<file path="config.mk">
export PLATFORM = sky130hd
export DESIGN_NAME = ibuf_serializer_flat
export DESIGN_NICKNAME = d
export VERILOG_FILES = /design/src/rtl/ibuf_serializer_if.sv /design/src/rtl/ibuf_serializer.sv /design/src/flat_wrapper.sv
export SDC_FILE = /design/constraint.sdc
export NUM_CORES = 1
export LEC_CHECK = 0
export BUFFER_PORTS_ARGS = -buffer_cell sky130_fd_sc_hd__buf_4
export CORE_MARGIN = 1
export CORE_UTILIZATION = 45
export DETAILED_ROUTE_END_ITERATION = 12
export GPL_TIMING_DRIVEN = 0
export PLACE_DENSITY = 0.76
export SLEW_MARGIN = 20
export SYNTH_ARGS = -nofsm -noshare
export SYNTH_HDL_FRONTEND = slang
export SYNTH_SLANG_ARGS = --single-unit
</file>
<file path="constraint.sdc">
create_clock -name CLK -period 2.15 [get_ports CLK]
set_input_delay 0.1075 -clock CLK [delete_from_list [all_inputs] [get_ports CLK]]
set_output_delay 0.1075 -clock CLK [all_outputs]
set_load 0.02 [all_outputs]
</file>
<file path="src/rtl/ibuf_serializer_if.sv">
// Handshake and PE-side bundle for ibuf_serializer. The slave modport is the
// serializer side and the master modport is the word producer / array side.
interface ibuf_serializer_if #(
  parameter int DATA_W = 8,
  parameter int LANES  = 4
);
  logic                    IValid;
  logic                    IReady;
  logic [LANES*DATA_W-1:0] IWord;
  logic                    Hold;
  logic                    Clear;
  logic [DATA_W-1:0]       OData;
  logic                    OValid;
  logic                    OLast;
  logic                    ENRight;
  logic                    ENDown;
  logic                    Busy;

  modport master (
    output IValid, IWord, Hold, Clear,
    input  IReady, OData, OValid, OLast, ENRight, ENDown, Busy
  );

  modport slave (
    input  IValid, IWord, Hold, Clear,
    output IReady, OData, OValid, OLast, ENRight, ENDown, Busy
  );
endinterface

</file>
<file path="src/rtl/ibuf_serializer.sv">
// Word-to-element serializer at the MAC array edge, with Hold stall and Clear abort.
// Define IBUF_LSB_FIRST_EN to emit lane 0 first; default emits lane LANES-1 first.
module ibuf_serializer #(
  parameter int DATA_W = 8,
  parameter int LANES  = 4
) (
  input  logic               CLK,
  input  logic               RST,
  ibuf_serializer_if.slave   bus
);
  localparam int W  = LANES * DATA_W;
  localparam int CW = $clog2(LANES + 1);

  logic [W-1:0]      sh_q, sh_d, sh_nxt;
  logic [CW-1:0]     cnt_q, cnt_d;
  logic [DATA_W-1:0] odata_q, odata_d, emit;
  logic              ovalid_q, ovalid_d;
  logic              olast_q, olast_d;
  logic              enright_q, enright_d;
  logic              endown_q, endown_d;
  logic              ready, accept;

`ifdef IBUF_LSB_FIRST_EN
  assign emit   = sh_q[DATA_W-1:0];
  assign sh_nxt = sh_q >> DATA_W;
`else
  assign emit   = sh_q[W-1 -: DATA_W];
  assign sh_nxt = sh_q << DATA_W;
`endif

  // Ready with one element left so the next word loads as the last one leaves.
  assign ready  = !RST && !bus.Clear && !bus.Hold && (cnt_q <= CW'(1));
  assign accept = bus.IValid && ready;

  always_comb begin
    sh_d      = sh_q;
    cnt_d     = cnt_q;
    odata_d   = odata_q;
    ovalid_d  = 1'b0;
    olast_d   = 1'b0;
    enright_d = 1'b0;
    endown_d  = ovalid_q;
    if (bus.Clear) begin
      sh_d    = '0;
      cnt_d   = '0;
      odata_d = '0;
    end else if (!bus.Hold) begin
      if (cnt_q != '0) begin
        odata_d  = emit;
        ovalid_d = 1'b1;
        olast_d  = (cnt_q == CW'(1));
        sh_d     = sh_nxt;
        cnt_d    = cnt_q - CW'(1);
      end
      if (accept) begin
        sh_d  = bus.IWord;
        cnt_d = CW'(LANES);
      end
      enright_d = accept;
    end
  end

  always_ff @(posedge CLK) begin
    if (RST) begin
      sh_q      <= '0;
      cnt_q     <= '0;
      odata_q   <= '0;
      ovalid_q  <= 1'b0;
      olast_q   <= 1'b0;
      enright_q <= 1'b0;
      endown_q  <= 1'b0;
    end else begin
      sh_q      <= sh_d;
      cnt_q     <= cnt_d;
      odata_q   <= odata_d;
      ovalid_q  <= ovalid_d;
      olast_q   <= olast_d;
      enright_q <= enright_d;
      endown_q  <= endown_d;
    end
  end

  assign bus.IReady  = ready;
  assign bus.OData   = odata_q;
  assign bus.OValid  = ovalid_q;
  assign bus.OLast   = olast_q;
  assign bus.ENRight = enright_q;
  assign bus.ENDown  = endown_q;
  assign bus.Busy    = (cnt_q != '0);
endmodule

</file>
<file path="src/flat_wrapper.sv">
// flat-port wrapper written by rule: the top's interface ports become plain ports
module ibuf_serializer_flat 
#(
  parameter int DATA_W = 8,
  parameter int LANES  = 4
)
  (CLK, RST, bus_IValid, bus_IWord, bus_Hold, bus_Clear, bus_IReady, bus_OData, bus_OValid, bus_OLast, bus_ENRight, bus_ENDown, bus_Busy);
  ibuf_serializer_if #(.DATA_W(DATA_W), .LANES(LANES)) bus_i ();
  input  logic CLK;
  input  logic RST;
  input wire logic [$bits(bus_i.IValid)-1:0] bus_IValid;
  input wire logic [$bits(bus_i.IWord)-1:0] bus_IWord;
  input wire logic [$bits(bus_i.Hold)-1:0] bus_Hold;
  input wire logic [$bits(bus_i.Clear)-1:0] bus_Clear;
  output wire logic [$bits(bus_i.IReady)-1:0] bus_IReady;
  output wire logic [$bits(bus_i.OData)-1:0] bus_OData;
  output wire logic [$bits(bus_i.OValid)-1:0] bus_OValid;
  output wire logic [$bits(bus_i.OLast)-1:0] bus_OLast;
  output wire logic [$bits(bus_i.ENRight)-1:0] bus_ENRight;
  output wire logic [$bits(bus_i.ENDown)-1:0] bus_ENDown;
  output wire logic [$bits(bus_i.Busy)-1:0] bus_Busy;
  assign bus_i.IValid = bus_IValid;
  assign bus_i.IWord = bus_IWord;
  assign bus_i.Hold = bus_Hold;
  assign bus_i.Clear = bus_Clear;
  assign bus_IReady = bus_i.IReady;
  assign bus_OData = bus_i.OData;
  assign bus_OValid = bus_i.OValid;
  assign bus_OLast = bus_i.OLast;
  assign bus_ENRight = bus_i.ENRight;
  assign bus_ENDown = bus_i.ENDown;
  assign bus_Busy = bus_i.Busy;
  ibuf_serializer #(.DATA_W(DATA_W), .LANES(LANES)) u_core (.CLK(CLK), .RST(RST), .bus(bus_i));
endmodule
</file>
==> metrics.md, run 1 <==
| Metric | Value |
|---|---|
| Final setup vio count | 0 |
| Outcome | complete, no violations |
| Critical-path cell list | dlygate4sd3_1, buf_4, or2_2, clkbuf_1, nor3_1, buf_4 |
| Crit path max fanout | 10 |
| Crit. End Element | output port |
| First-pass GRT wire length | 9.873 mm |
| Clock tree from TritonCTS | yes |
| Sw Pwr | 0.0004145 W |
| Mapped Area | 0.002175 mm2 |
| Max-cap violations | 0 |
| Total power | 0.001750 W |
| Total Routing Usage GR | 24.81% |
| Hold Crit Class | in2reg |
| Post-synth net total | 292 |
| TritonRoute pass-1 iters | 5 |
| Power density over the cells | 640.2 mW/mm2 |
| Sw frac | 23.68% |
| Simple-gate area share of the yosys netlist | 12.43% |
| CTS Buf Count | 5 |
| Initial Util | 48.28% |
| Layout cells sized above 1 | 23.05% |
| Max clock buf depth | 2 |
| IR drop worst, VDD | 341.8 uV |
| Critical Path Source Type | input pin |
| Post-Syn Instances | 252 |
| Final Util | 60.69% |
| Lkg Pwr | 0.9960 nW |
| Largest family of logic cells by synthesized area | compound AO/OA/AOI/OAI gates |
| Synth unique cells | 27 |
| Syn Area/Cell | 8.629 um2 |
| Worst slew margin | 67.73% |
| DRT Wirelength | 5.896 mm |
| Routability Congestion | 0.8562 |
| Ports | 51 |
| Worst Path Arrival | 1.84 ns |
| Final min period | 1.945 ns |
| Vias in the first global route | 2031 |
| Drt drc | 0 |
| Adder-cell area share of the yosys netlist | 1.726% |
| Design area | 0.002734 mm2 |
| Sequential-to-total area share from yosys stat | 43.27% |
| Per-cell routed wire length | 16.38 um |
| Vias post-DR | 2197 |
| Power Internal | 0.001336 W |
| RSZ-0062 raised after global routing | false |
| Buffer count from post-CTS setup fixing | 0 |
| Fin nets | 347 |
| Mux cell area share after synthesis | 3.682% |
| Grt ovf | 0 |
| Clock power share | 38.9% |
| Synth Area in Compound Gates | 30.67% |
| Ys Warns | 0 |
| Sequential power share | 50.4% |
| Synth-to-Final Area Change | 25.72% |
| Clock slew at reported path FFs | 0.08 ns |
| First-iteration detailed-routing DRC count | 215 |
| Vias per cell | 6.103 |
| Antenna viol nets, final | 0 |
| Final hold slack | 0.02042 ns |
| Worst-margin pin slew | 0.4823 ns |
| Max Fclk | 514.0 MHz |
| Clock Sinks | 47 |
| DPL Wire Length | 4.144 mm |
| ANT cells | 0 |
| Fin crit share | 90.48% |
| Clock Tree Root | clkbuf_8 |
| Synthesis-stage register bit count | 47 |
| Fin. max-slew vios | 0 |
| Setup_tns | 0 ns |
| Combinational Power Share | 10.7% |
| Dpl cell area | 0.002608 mm2 |
| Chip width | 71.52 um |
| Row count | 24 |
| Skew final | 0.006169 ns |
| Core area | 0.004504 mm2 |
| CP most frequent cell | buf_4 |
| Die Ht | 71.52 um |
| H-tree depth | 2 |
| Die area | 0.005114 mm2 |
| I/O Buffers | 49 |
| Initial antenna violation count | 0 |
| Worst path max stage delay | 0.54 ns |
| Worst-skew pair later-pin latency | 0.31 ns |
| Filler Cell Count | 409 |
| Xor and xnor area share after synthesis | 0% |
| Critical Path Slowest Stage Cell | dlygate4sd3_1 |
| Final hold viol count | 0 |
| Largest net degree at the start of global routing | 18 |
| CP Data Required Time | 2.04 ns |
| Setup CP Type | in2out |
## repair_timing
item                       4_1_cts  5_1_grt
hold endpoints to repair         1        0
setup endpoints to repair        2       18
hold buffers                     1        0
resized for setup                3        4
## sequential cells by signal (all words and copies together) (netlist names)
name / count
u_core.bus.ENDown: 1
u_core.bus.OLast: 1
u_core.bus.OData: 8
u_core.sh_q: 32
u_core.bus.OValid: 1
u_core.bus.ENRight: 1
u_core.cnt_q: 3
## cell usage after synthesis
| master | instances | area share, % |
|---|---|---|
| clkinv_1 | 2 | 0.35 |
| nand3_1 | 34 | 7.8 |
| a211oi_1 | 1 | 0.35 |
| inv_1 | 4 | 0.69 |
| dfxtp_1 | 47 | 43 |
| or4_4 | 1 | 0.52 |
| and3b_1 | 1 | 0.40 |
| o211ai_1 | 8 | 2.8 |
| o21ba_2 | 1 | 0.46 |
| or2_1 | 1 | 0.29 |
| nor2b_1 | 2 | 0.58 |
| a31oi_1 | 24 | 6.9 |
| ha_1 | 3 | 1.7 |
| or2_2 | 1 | 0.29 |
| nand2_1 | 8 | 1.4 |
| mux2i_1 | 8 | 3.7 |
| nor2_1 | 2 | 0.35 |
| buf_6 | 4 | 2.1 |
| nor3b_1 | 1 | 0.35 |
| o21ai_0 | 33 | 7.6 |
| nor3_1 | 2 | 0.46 |
| clkbuf_1 | 27 | 4.7 |
| buf_2 | 2 | 0.46 |
| o311a_1 | 1 | 0.46 |
| a2111oi_0 | 1 | 0.40 |
| o41ai_1 | 24 | 9.7 |
| a21oi_1 | 9 | 2.1 |
## cells in the final DEF (no fill, tap or decap), types with 8 or more instances in the layout
cell type,netlist,layout
clkbuf_1,27,21
mux2i_1,8,8
o21ai_0,33,33
a31oi_1,24,24
nand3_1,34,34
dfxtp_1,47,47
a21oi_1,9,9
nand2_1,8,8
buf_4,0,49
o41ai_1,24,24
o211ai_1,8,8
## critical path, delay by kind of cell
kind	cells	cell delay (ns)
buffers and inverters	4	1.11
AND/OR/NAND/NOR	2	0.61
## cell families (layout without fill, tap and decap cells)
group                      after synthesis  count (layout)
DFF                                     47              47
and+or+nand+nor                         53              53
muxes                                    8               8
adders and majority gates                3               3
AOI/OAI and AO/OA                      102             102
buffers and inverters                   39              95
## per-layer routing
layer	vias up	GRT usage, %	part of all wire, %
met5	-	0	0
met4	0	7.843	1.1
li1	1072	-	-
met1	1029	35.23	47
met3	4	4.360	6.8
met2	92	38.62	45
## per-stage QoR
stage / instances / setup slack (ns)
2_1_floorplan: 252 / 0.3870
3_3_place_gp: 353 / 0.1644
3_5_place_dp: 353 / 0.09897
4_1_cts: 360 / 0.08925
5_1_grt: 360 / 0.05053
6_report: 360 / 0.2046
## worst paths after layout
path | from | endpoint | slack, ns | cells past startpoint
worst min register to register | u_core.bus.OValid$_SDFF_PP0_ | u_core.bus.ENDown$_SDFF_PP0_ | 0.47 | 1
worst min-delay path | bus_Hold | u_core.bus.OValid$_SDFF_PP0_ | 0.02 | 2
worst max register to register | u_core.cnt_q[0]$_SDFFE_PP0P_ | u_core.sh_q[27]$_SDFFE_PP0P_ | 0.22 | 8
worst max-delay path | RST | bus_IReady | 0.20 | 6
## power by group through the flow
stage | Clock (W) | Sequential (W) | Combinational (W)
6_report | 0.000681 | 0.000882 | 0.000187
5_1_grt | 0.000721 | 0.000884 | 0.000204
4_1_cts | 0.000689 | 0.000882 | 0.000185
3_5_place_dp | 0 | 0.000902 | 0.000183
3_3_place_gp | 0 | 0.000903 | 0.000182
2_1_floorplan | 0 | 0.000902 | 0.0000985
## final cells by class
type	instances	area, um2	area share [%]
clock buffer	6	82.58	3.021
tap	52	65.06	2.380
inverter	6	23.77	0.8696
clock inverter	2	35.03	1.281
timing repair buffer	50	377.9	13.82
buffer	31	153.9	5.629
sequential	47	940.9	34.42
multi-input combinational	166	1055	38.58
(Power assumes the default switching activity.)
==> run 2, diff against run 1 <==
--- a/config.mk
+++ b/config.mk
@@ -11,6 +11,7 @@
 export DETAILED_ROUTE_END_ITERATION = 12
 export GPL_TIMING_DRIVEN = 0
 export PLACE_DENSITY = 0.76
+export RECOVER_POWER = 100
 export SLEW_MARGIN = 20
 export SYNTH_ARGS = -nofsm -noshare
 export SYNTH_HDL_FRONTEND = slang
==> run 2 against run 1 <==
Against the previous run:
- routed wire length about the same
- clock skew is 0.0017 ns higher
- sequential power barely moved
- fmax is 2.9% lower
- clock power about the same
- clock-buffer cell count unchanged
- final area decreased by 2.4%
- utilization decreased by 1.4 points
- largest power group unchanged
- setup slack worse by 0.059 ns
- critical path depth unchanged
- non-clock buffer count unchanged
==> metrics.md, run 2 (synthesis results as in run 1) <==
| Metric | Value |
|---|---|
| Outcome | complete, no violations |
| Grt ovf | 0 |
| Lkg Pwr | 0.9338 nW |
| TritonRoute pass-1 iters | 5 |
| Worst slew margin | 67.23% |
| CP most frequent cell | clkbuf_1 |
| Worst path buffer plus inverter count | 4 |
| Max Fclk | 498.9 MHz |
| Final min period | 2.004 ns |
| Vias post-DR | 2205 |
| Family with the most delay on the worst path | buffers and inverters |
| Die Ht | 71.52 um |
| Initial Util | 48.28% |
| Vias per cell | 6.125 |
| Most common cell after layout, fill and taps aside | dfxtp_1 |
| Max-cap violations | 0 |
| Drt drc | 0 |
| Routability Congestion | 0.8562 |
| Per-cell routed wire length | 16.38 um |
| Clock tree from TritonCTS | yes |
| H-tree depth | 2 |
| Clock Sinks | 47 |
| Setup_tns | 0 ns |
| Core area | 0.004504 mm2 |
| Synth-to-Final Area Change | 22.73% |
| Largest Register | u_core.sh_q |
| Power density over the cells | 654.8 mW/mm2 |
| Hold Crit Class | in2reg |
| IR drop worst, VDD | 341.7 uV |
| Crit path max fanout | 10 |
| DPL Wire Length | 4.144 mm |
| RSZ-0062 raised after global routing | false |
| Layout cells sized above 1 | 18.18% |
| Number of flip-flops in the largest register | 32 |
| Initial antenna violation count | 0 |
| Max clock buf depth | 2 |
| Clock Tree Root | clkbuf_8 |
| Total Routing Usage GR | 24.81% |
| Fin nets | 347 |
| Antenna viol nets, final | 0 |
| Total power | 0.001748 W |
| Setup CP Type | in2out |
| Vias in the first global route | 2031 |
| Largest net degree at the start of global routing | 18 |
| Fin. max-slew vios | 0 |
| Buffer count from post-CTS setup fixing | 0 |
| ANT cells | 0 |
| Row count | 24 |
| Ports | 51 |
| Most frequent cells in the layout | 47 x dfxtp_1, 35 x clkbuf_1, 34 x nand3_1, 34 x buf_4, 33 x o21ai_0 |
| Critical-path cell list | dlygate4sd3_1, clkbuf_1, or2_2, clkbuf_1, nor3_1, clkbuf_1 |
| Chip width | 71.52 um |
| Clock slew at reported path FFs | 0.08 ns |
| Critical Path Slowest Stage Cell | dlygate4sd3_1 |
| CTS Buf Count | 5 |
| Worst path max stage delay | 0.53 ns |
| Crit. End Element | output port |
| Die area | 0.005114 mm2 |
| I/O Buffers | 49 |
| Critical Path Source Type | input pin |
| Worst-skew pair later-pin latency | 0.31 ns |
| Filler Cell Count | 424 |
| Final hold viol count | 0 |
| First-iteration detailed-routing DRC count | 157 |
| Worst Path Arrival | 1.90 ns |
| DRT Wirelength | 5.898 mm |
| Fin crit share | 93.23% |
| Worst-margin pin slew | 0.4916 ns |
| Final setup vio count | 0 |
| Skew final | 0.007823 ns |
| CP Data Required Time | 2.04 ns |
| First-pass GRT wire length | 9.873 mm |
==> run 2: what timing repair did <==
action / CTS / global route
gates resized for setup: 3 / 4
endpoints found under the setup margin: 2 / 18
endpoints found under the hold margin: 1 / 0
hold buffers: 1 / 0
==> run 2: power by group <==
part / internal [W] / switching [W] / total [W]
clock: 0.000377 / 0.000305 / 0.000682
sequential: 0.000878 / 0.00000447 / 0.000882
combinational: 0.0000782 / 0.000105 / 0.000183
==> run 2: per-layer routing <==
layer  track usage, %  vias up  share of wire [%]
met5                0        -                  0
li1                 -     1079                  -
met3            4.360        6                6.7
met2            38.62       85                 45
met4            7.843        0                1.1
met1            35.23     1035                 47
==> run 2: through the flow <==
step	util (%)	setup WS [ns]	cell area (um2)	hold WS, ns	cells
floorplan	-	0.3870	2175	0.1791	252
global placement	57.89	0.1644	2608	0.2800	353
detailed placement	57.89	0.09897	2608	0.2839	353
CTS	60.64	0.08925	2731	0.009551	360
global route	59.25	0.05109	2669	0.02430	360
finish	59.25	0.1456	2669	0.02016	360
==> run 2: cell type report <==
class,count,area [um2],area share [%]
clock buffers,6,82.58,3.094
well taps,52,65.06,2.438
inverters,6,23.77,0.8908
flip-flops and latches,47,940.9,35.26
multi-input cells,166,1051,39.38
plain buffers,31,147.6,5.532
repair buffers,50,322.8,12.10
clock inverters,2,35.03,1.313
==> run 2: worst paths after layout <==
path                                     start                      endpoint  slack, ns  cells past startpoint
setup reg to reg  u_core.cnt_q[0]$_SDFFE_PP0P_  u_core.sh_q[27]$_SDFFE_PP0P_       0.19                      8
setup / recovery                           RST                    bus_IReady       0.15                      6
hold / removal                        bus_Hold  u_core.bus.OValid$_SDFF_PP0_       0.02                      2
hold reg to reg   u_core.bus.OValid$_SDFF_PP0_  u_core.bus.ENDown$_SDFF_PP0_       0.47                      1
==> run 2: worst reg2reg max path: stages (launching register included) <==
cell and delay (ns):
dfxtp_1 0.41, inv_1 0.11, ha_1 0.22, nor2b_1 0.13
clkbuf_2 0.18, clkinv_2 0.22, clkbuf_2 0.27, nand3_1 0.15
a31oi_1 0.21
